$ cat src/rtl/line_buf_rotation_ctrl.sv
// Rotation controller for a bank of WIN_SIZE+1 line buffers: write pointer, read window mask, pop strobes.
// Optional READ watchdog is enabled by defining LINE_BUF_ROTATION_CTRL_WATCHDOG_EN.
module line_buf_rotation_ctrl #(
    parameter int WIN_SIZE = 3,
    parameter int TIMEOUT  = 16384
) (
    input  logic                          clk_i,
    input  logic                          rst_i,
    input  logic                          wr_line_end_i,
    input  logic                          wr_frame_start_i,
    input  logic                          wr_frame_end_i,
    input  logic                          rd_line_done_i,
    output logic [WIN_SIZE:0]             wr_buf_sel_o,
    output logic [WIN_SIZE:0]             rd_buf_mask_o,
    output logic [WIN_SIZE:0]             pop_o,
    output logic [$clog2(WIN_SIZE+1)-1:0] oldest_idx_o,
    output logic                          frame_done_o,
    output logic                          overflow_o,
    output logic                          timeout_o
);

    localparam int NB = WIN_SIZE + 1;
    localparam int IW = $clog2(NB);
    localparam int LW = $clog2(NB + 1);
    localparam logic [LW-1:0]   FULL     = LW'(NB);
    localparam logic [LW-1:0]   WIN      = LW'(WIN_SIZE);
    localparam logic [WIN_SIZE:0] SEL_RST  = {{WIN_SIZE{1'b0}}, 1'b1};
    localparam logic [WIN_SIZE:0] MASK_RST = {1'b0, {WIN_SIZE{1'b1}}};

    typedef enum logic [2:0] {IDLE, FILL, RUN, READ, DRAIN} state_t;

    state_t            state_q, state_d;
    logic [LW-1:0]     lines_q, lines_d;
    logic [WIN_SIZE:0] sel_q, sel_d;
    logic [WIN_SIZE:0] mask_q, mask_d;
    logic [WIN_SIZE:0] pop_q, pop_d;
    logic [IW-1:0]     oldest_q, oldest_d;
    logic              done_q, done_d;
    logic              ovf_q, ovf_d;
    logic              tmo_q, tmo_d;
    logic              pending_q, pending_d;
    logic              wd_fire;
    logic              line_acc;
    logic              rd_done;

    function automatic logic [WIN_SIZE:0] rotl(input logic [WIN_SIZE:0] v);
        return {v[WIN_SIZE-1:0], v[WIN_SIZE]};
    endfunction

`ifdef LINE_BUF_ROTATION_CTRL_WATCHDOG_EN
    localparam int CW = $clog2(TIMEOUT + 1);
    logic [CW-1:0] wd_cnt_q;

    always_ff @(posedge clk_i) begin
        if (rst_i || state_q != READ || wr_frame_start_i || rd_line_done_i || wd_fire)
            wd_cnt_q <= '0;
        else
            wd_cnt_q <= wd_cnt_q + CW'(1);
    end

    assign wd_fire = (state_q == READ) && !rd_line_done_i && (wd_cnt_q == CW'(TIMEOUT - 1));
`else
    // TIMEOUT only has meaning when the watchdog is built in
    assign wd_fire = 1'b0 && (TIMEOUT > 0);
`endif

    assign line_acc = wr_line_end_i && ((state_q != IDLE) || wr_frame_start_i);
    assign rd_done  = (state_q == READ) && (rd_line_done_i || wd_fire);

    always_comb begin
        state_d   = state_q;
        lines_d   = lines_q;
        sel_d     = sel_q;
        mask_d    = mask_q;
        oldest_d  = oldest_q;
        pop_d     = '0;
        done_d    = 1'b0;
        ovf_d     = ovf_q;
        tmo_d     = tmo_q;
        pending_d = pending_q;

        if (wr_frame_start_i) begin
            state_d   = FILL;
            lines_d   = wr_line_end_i ? LW'(1) : '0;
            sel_d     = wr_line_end_i ? rotl(SEL_RST) : SEL_RST;
            mask_d    = MASK_RST;
            oldest_d  = '0;
            pending_d = 1'b0;
        end else begin
            if (line_acc) begin
                sel_d = rotl(sel_q);
                if (lines_q == FULL)
                    ovf_d = 1'b1;
            end
            if (line_acc && !rd_done)
                lines_d = (lines_q == FULL) ? FULL : lines_q + LW'(1);
            else if (rd_done && !line_acc)
                lines_d = (lines_q == '0) ? '0 : lines_q - LW'(1);
            if (rd_done) begin
                mask_d   = rotl(mask_q);
                oldest_d = (oldest_q == IW'(WIN_SIZE)) ? '0 : oldest_q + IW'(1);
                if (wd_fire)
                    tmo_d = 1'b1;
            end

            case (state_q)
                IDLE: ;
                FILL: begin
                    if (wr_frame_end_i)
                        state_d = DRAIN;
                    else if (lines_d >= WIN)
                        state_d = RUN;
                end
                RUN: begin
                    if (lines_q >= WIN) begin
                        pop_d     = mask_q;
                        state_d   = READ;
                        pending_d = wr_frame_end_i;
                    end else if (wr_frame_end_i) begin
                        state_d = DRAIN;
                    end
                end
                READ: begin
                    if (wr_frame_end_i)
                        pending_d = 1'b1;
                    if (rd_done) begin
                        state_d   = (pending_q || wr_frame_end_i) ? DRAIN : RUN;
                        pending_d = 1'b0;
                    end
                end
                DRAIN: begin
                    // Keep popping full windows until too few lines remain, then close the frame
                    if (lines_q >= WIN) begin
                        pop_d     = mask_q;
                        state_d   = READ;
                        pending_d = 1'b1;
                    end else begin
                        done_d   = 1'b1;
                        state_d  = IDLE;
                        lines_d  = '0;
                        sel_d    = SEL_RST;
                        mask_d   = MASK_RST;
                        oldest_d = '0;
                    end
                end
                default: state_d = IDLE;
            endcase
        end
    end

    always_ff @(posedge clk_i) begin
        if (rst_i) begin
            state_q   <= IDLE;
            lines_q   <= '0;
            sel_q     <= SEL_RST;
            mask_q    <= MASK_RST;
            oldest_q  <= '0;
            pop_q     <= '0;
            done_q    <= 1'b0;
            ovf_q     <= 1'b0;
            tmo_q     <= 1'b0;
            pending_q <= 1'b0;
        end else begin
            state_q   <= state_d;
            lines_q   <= lines_d;
            sel_q     <= sel_d;
            mask_q    <= mask_d;
            oldest_q  <= oldest_d;
            pop_q     <= pop_d;
            done_q    <= done_d;
            ovf_q     <= ovf_d;
            tmo_q     <= tmo_d;
            pending_q <= pending_d;
        end
    end

    assign wr_buf_sel_o  = sel_q;
    assign rd_buf_mask_o = mask_q;
    assign pop_o         = pop_q;
    assign oldest_idx_o  = oldest_q;
    assign frame_done_o  = done_q;
    assign overflow_o    = ovf_q;
    assign timeout_o     = tmo_q;

endmodule

$ cat config.mk
export PLATFORM = sky130hd
export DESIGN_NAME = line_buf_rotation_ctrl
export DESIGN_NICKNAME = d
export VERILOG_FILES = /design/src/rtl/line_buf_rotation_ctrl.sv
export SDC_FILE = /design/constraint.sdc
export NUM_CORES = 1
export LEC_CHECK = 0
export BUFFER_PORTS_ARGS = -buffer_cell sky130_fd_sc_hd__buf_2
export CAP_MARGIN = 25
export CORE_MARGIN = 8
export CORE_UTILIZATION = 50
export CTS_CLUSTER_DIAMETER = 120
export CTS_CLUSTER_SIZE = 30
export DETAILED_ROUTE_END_ITERATION = 7
export PLACE_DENSITY = 0.74
export REMOVE_ABC_BUFFERS = 1
export SLEW_MARGIN = 20
export SYNTH_ARGS = -nofsm -noshare
export SYNTH_HDL_FRONTEND = slang
export SYNTH_SLANG_ARGS = --single-unit
$ cat constraint.sdc
create_clock -name clk_i -period 3.46 [get_ports clk_i]
set_clock_uncertainty 0.15 [all_clocks]
set_input_delay 0.346 -clock clk_i [delete_from_list [all_inputs] [get_ports clk_i]]
set_output_delay 0.346 -clock clk_i [all_outputs]
set_load 0.05 [all_outputs]
==> results.md, run 1 <==
- Status: completed
- Final setup TNS: 0 ns
- Htree depth: 1
- Vias in the first global route: 1064
- Largest cells by area after synthesis: dfxtp_1 38%, nor2_1 5.6%, ha_1 5.2%
- Number of I/O port buffers: 21
- Vias per cell: 5.621
- Slew HR: 42.15%
- Sequential-to-total area share from yosys stat: 38.10%
- TritonRoute pass-1 iters: 4
- Synth Warn #: 0
- Setup Fix Bufs, Post-CTS: 0
- Async S/R FF share, synth: 0%
- Core box area: approximately 2400 µm²
- RSZ-0062 raised after global routing: false
- Max Fclk: 0.3989 GHz
- Pin count of the biggest net entering global routing: 16
- Final WS setup: 0.9529 ns
- Ratio of cells with drive above 1 in the final layout: a little over a fifth
- Top cell type by total area after synthesis: dfxtp_1
- Hold WC Path Type: in -> reg
- CP endpoint kind: flop
- Final nets: 172
- WP data required: 3.54 ns
- Final slew viol count: 0
- CTS tree: yes
- GPL Wtd Cong: 0.8236
- Post-synth top area share: 38.10%
- Hold slack: 0.08408 ns
- Root buffer cell: clkbuf_4
- Most common flop cell mapped by yosys: dfxtp_1
- Area of the multi-input gates: 686.9 µm²
- Cell with the most instances after synthesis: dfxtp_1
- Filler cells: 236
- Initial Util: between 50% and 60%
- Routed length per instance: approximately 14 µm
- Crit share post-route: 72.46%
- Antenna violations before repair: 0
- Chip Width: 65.17 µm
- Cell variety after synth: between 40 and 50
- Die area: 4246 µm²
- Die Ht: ~65 µm
- # hold bufs at CTS: 0
- Via count: 1068
- DR iter-0 viols: 32
- FP Rows: 18
- Antenna Cells: 0
- Final Hold Fails: 0
- #FFs+latches synth: 23
- Synth cell count leaders: 23 x dfxtp_1, 18 x nor2_1, 14 x nand2_1, 9 x a21oi_1
- Setup violations, final: 0
- Worst-Skew Late Latency: 0.32 ns
- Lkg Pwr: 0.0005845 µW
- Clk sinks: 23
- Post-CTS sizing: 0
- Crit path max fanout: 15
- Post-synth EDFFs: 0
- Syn Area/Cell: 8.512 µm²
- Global-route wire length before repair: 4.560 mm
- Mapped Area: 1209 µm²
- Worst-Margin Slew: 0.8625 ns
- Total wire length: 2.724 mm
- Crit Path Class: reg -> reg
- # DRC: 0
- Worst slack at placement: 0.9975 ns
- Max-cap violations: 0
- Total GRT Usage: 13.41%
- Cells after Synth: roughly 140
- CP Launch Type: flop
- I/O Pins: 23
- Post-DRT Antenna Nets: 0
- Remaining global-route overflow: 0
- Synth-to-layout area growth: 10.87%
- Clock transition at path regs: 0.14 ns
- Max VDD drop: ~220 µV
- Max Buffers Root-to-Sink: 2
- HPWL after detailed placement: 2.033 mm
- CTS buffer count: 3
- Register area: between 400 and 500 µm²
- Worst path arrival time: 2.59 ns
- Fin crit period: 2.507 ns
- Power Dens Cells: 366.0 nW/µm²
## through the flow
step | cell area [µm²] | utilization [%] | power [µW] | std cells
6_report | 1340 | 56.13 | 490.5 | 190
5_1_grt | 1340 | 56.13 | 515.4 | 190
4_1_cts | 1340 | 56.13 | 494.4 | 190
3_5_place_dp | 1313 | 54.98 | 365.1 | 186
3_3_place_gp | 1313 | 54.98 | 363.2 | 186
2_1_floorplan | 1170 | - | 344.3 | 135
## sequential cells by signal (all words and copies together), names as in the netlist, 2 cells and up
name	cells
lines_q	3
oldest_idx_o	2
pop_o	4
rd_buf_mask_o	4
state_q	3
wr_buf_sel_o	4
## metal layers
metal  wire (µm)  GRT usage, %  vias to the layer above
li1            -             -                      532
met1        1148         14.08                      509
met2        1396         24.35                       21
met3         130         3.231                        6
met4          49         6.540                        0
met5           0             0                        -
## critical path: stages (launching register included)
cell	delay, ns
dfxtp_1	0.50
o41ai_4	0.75
xnor2_1	0.19
a221o_1	0.41
o21bai_4	0.19
a31o_1	0.22
## cells in the final DEF, fill, tap and decap left out, types with 2 or more instances in the layout
cell / n
mux2i_1: 4
inv_1: 6
a211oi_1: 3
xnor2_1: 3
nand3_1: 6
nor3_1: 3
nand2b_1: 3
dfxtp_1: 23
nor4b_1: 2
clkbuf_4: 3
and2_1: 5
buf_2: 21
a31oi_1: 2
o21ai_0: 6
ha_1: 5
a31o_2: 2
a21oi_1: 9
nor2_1: 18
o211ai_1: 2
nand2_1: 14
## cell families after synthesis
logic type	synth area share (%)
simple gates	24.85
compound gates	21.02
flops	38.10
buf+inv	5.072
fa+ha+maj	5.176
mux	3.313
xor+xnor	2.174
other cells	0.3103
## worst paths after layout
path                               from                         end  slack [ns]  cells after the start
max             state_q[2]$_SDFFE_PP0P_     state_q[0]$_SDFFE_PP0P_        0.95                      5
min                               rst_i     overflow_o$_SDFFE_PP0P_        0.08                      2
max reg2reg     state_q[2]$_SDFFE_PP0P_     state_q[0]$_SDFFE_PP0P_        0.95                      5
min reg2reg  oldest_idx_o[1]$_SDFF_PP0_  oldest_idx_o[1]$_SDFF_PP0_        0.34                      2
## power by group
| group | leakage, µW | switching (µW) | internal [µW] |
|---|---|---|---|
| Combinational | 0.000380 | 49.9 | 29.9 |
| Clock | 0.0000177 | 86.6 | 43.3 |
| Sequential | 0.000187 | 9.66 | 271 |
## cell type report
type | count | area share, %
well taps | 30 | 2.801
inverters | 6 | 1.681
repair buffers | 21 | 7.843
clock inverters | 1 | 0.3735
flip-flops and latches | 23 | 34.36
multi-input cells | 106 | 51.26
clock buffers | 3 | 1.681
No activity file was read; power rests on OpenSTA's default activity.
==> run 2, diff against run 1 <==
CORE_UTILIZATION = 48   (was 50)
clock period = 2.09 ns   (was 3.46 ns; I/O delays follow)
==> run 2 against run 1 <==
Effect of this change:
- utilization increased by 4.0 points
- largest cell class unchanged
- non-clock buffer count is 14 higher
- clock power increased by 57%
- die area rose by 3.1%
- routed wire length fell by 2.9%
- critical path type unchanged
- design area increased by 9.1%
- hold slack better by 0.0020 ns
==> results.md, run 2 (synthesis results as in run 1) <==
- WP data required: 2.16 ns
- Final Hold Fails: 0
- Die area: 4380 µm²
- Final slew viol count: 0
- Core box area: 2432 µm²
- # DRC: 0
- DR top layer: met4
- Remaining global-route overflow: 0
- Commonest non-fill, non-tap cell in the layout: dfxtp_1
- Vias in the first global route: 999
- Max VDD drop: 429.8 µV
- Die Ht: around 66 µm
- DR iter-0 viols: 51
- Worst path arrival time: about 2.1 ns
- Root buffer cell: clkbuf_4
- Final nets: 186
- Number of I/O port buffers: 21
- Met2 routed WL: roughly 1.3 mm
- Layout Cells excl Fill: 204
- FP Rows: 18
- Synth-to-layout area growth: 21.01%
- Final WS setup: between 0.07 and 0.08 ns
- Net Switching: between 200 and 250 µW
- Antenna violations before repair: 0
- Chip Width: between 60 and 70 µm
- WL met1: approximately 1.1 mm
- Via count: 1097
- Power Dens Cells: 559.2 nW/µm²
- Max Buffers Root-to-Sink: 2
- Clock transition at path regs: 0.13 ns
- Flop pwr share: between 50 and 60%
- I/O Pins: 23
- Worst-Skew Late Latency: 0.31 ns
- Initial Util: between 40% and 50%
- Switching part of the total: 28.55%
- Total GRT Usage: 12.56%
- TritonRoute pass-1 iters: 4
- Status: completed
- Final Util: 60.13%
- Post-DRT Antenna Nets: 0
- CP endpoint kind: flop
- Tot Pwr: about 800 µW
- Placed instance count: 199
- Hold WC Path Type: in -> reg
- Vias per cell: 5.377
- Setup violations, final: 0
- CTS buffer count: 3
- Clk sinks: 23
- Antenna Cells: 0
- Routed length per instance: 12.97 µm
- HPWL after detailed placement: a little over 2 mm
- Lkg Pwr: between 0.0006 and 0.0007 µW
- Crit share post-route: just under 100%
- Crit Path Class: reg -> reg
- Pin count of the biggest net entering global routing: 14
- Global-route wire length before repair: 4.491 mm
- Ratio of cells with drive above 1 in the final layout: 29.89%
- Crit path max fanout: 5
- CP Launch Type: flop
- Htree depth: 1
- Fin crit period: between 2 and 2.5 ns
- P_int: slightly below 600 µW
- Most frequent cells in the layout: 22 x dfxtp_1, 21 x buf_2, 18 x nor2_1, 13 x nand2_1, 13 x buf_4
- Combinational power share: 18.9%
- Max Fclk: 0.4973 GHz
- Final setup TNS: 0 ns
- Total wire length: between 2 and 3 mm
- RSZ-0062 raised after global routing: false
- Routed wl met3: 168 µm
- Clock share of power: 24.9%
- Setup Fix Bufs, Post-CTS: 0
- GPL Wtd Cong: 0.9171
- CTS tree: yes
- Max-cap violations: 0
- Worst slack at placement: 0.07175 ns
run 2: per-layer routing:
| metal | vias to the layer above | GRT usage [%] |
|---|---|---|
| met5 | - | 0 |
| met4 | 0 | 3.200 |
| met3 | 2 | 2.542 |
| met2 | 28 | 21.71 |
| met1 | 507 | 15.37 |
| li1 | 560 | - |
run 2: area by class of cell:
class | instances | area [µm²]
clock buffer | 3 | 22.52
tap | 30 | 37.54
fill | 210 | 969.7
inverter | 6 | 22.52
multi-input combinational | 106 | 700.7
timing repair buffer | 35 | 212.7
clock inverter | 1 | 5.005
sequential | 23 | 461.7
run 2: critical path: stages (launching register included):
cell	delay, ns
dfxtp_1	0.41
inv_1	0.09
ha_1	0.24
nand2b_1	0.16
and3_1	0.17
a221o_1	0.31
o21bai_4	0.18
a31o_1	0.20
run 2: power groups by stage:
stage                     clock, µW  sequential, µW  combinational (µW)
after global routing            234             462                 170
after detailed placement          0             469                 149
after floorplan                   0             486                83.8
after global placement            0             468                 148
final                           204             460                 155
after CTS                       211             459                 151
run 2: repair_timing:
item                                   CTS  global route
endpoints found under the hold margin    1             0
hold buffers                             1             0
setup endpoints to repair                0            11
gates resized for setup                  0             4
run 2: path summary, 6_finish.rpt:
kind	slack (ns)	cells after the start	to	from
setup reg to reg	0.08	7	state_q[0]$_SDFFE_PP0P_	lines_q[1]$_SDFF_PP0_
hold / removal	0.09	3	lines_q[0]$_SDFF_PP0_	wr_line_end_i
setup / recovery	0.08	7	state_q[0]$_SDFFE_PP0P_	lines_q[1]$_SDFF_PP0_
hold reg to reg	0.34	2	overflow_o$_SDFFE_PP0P_	overflow_o$_SDFFE_PP0P_
run 2: metrics by stage:
step                cell area [µm²]  hold WS [ns]
floorplan                      1170        0.1314
global placement               1410        0.2754
detailed placement             1410        0.2841
CTS                            1448       0.08604
global route                   1463       0.07526
finish                         1463       0.08612
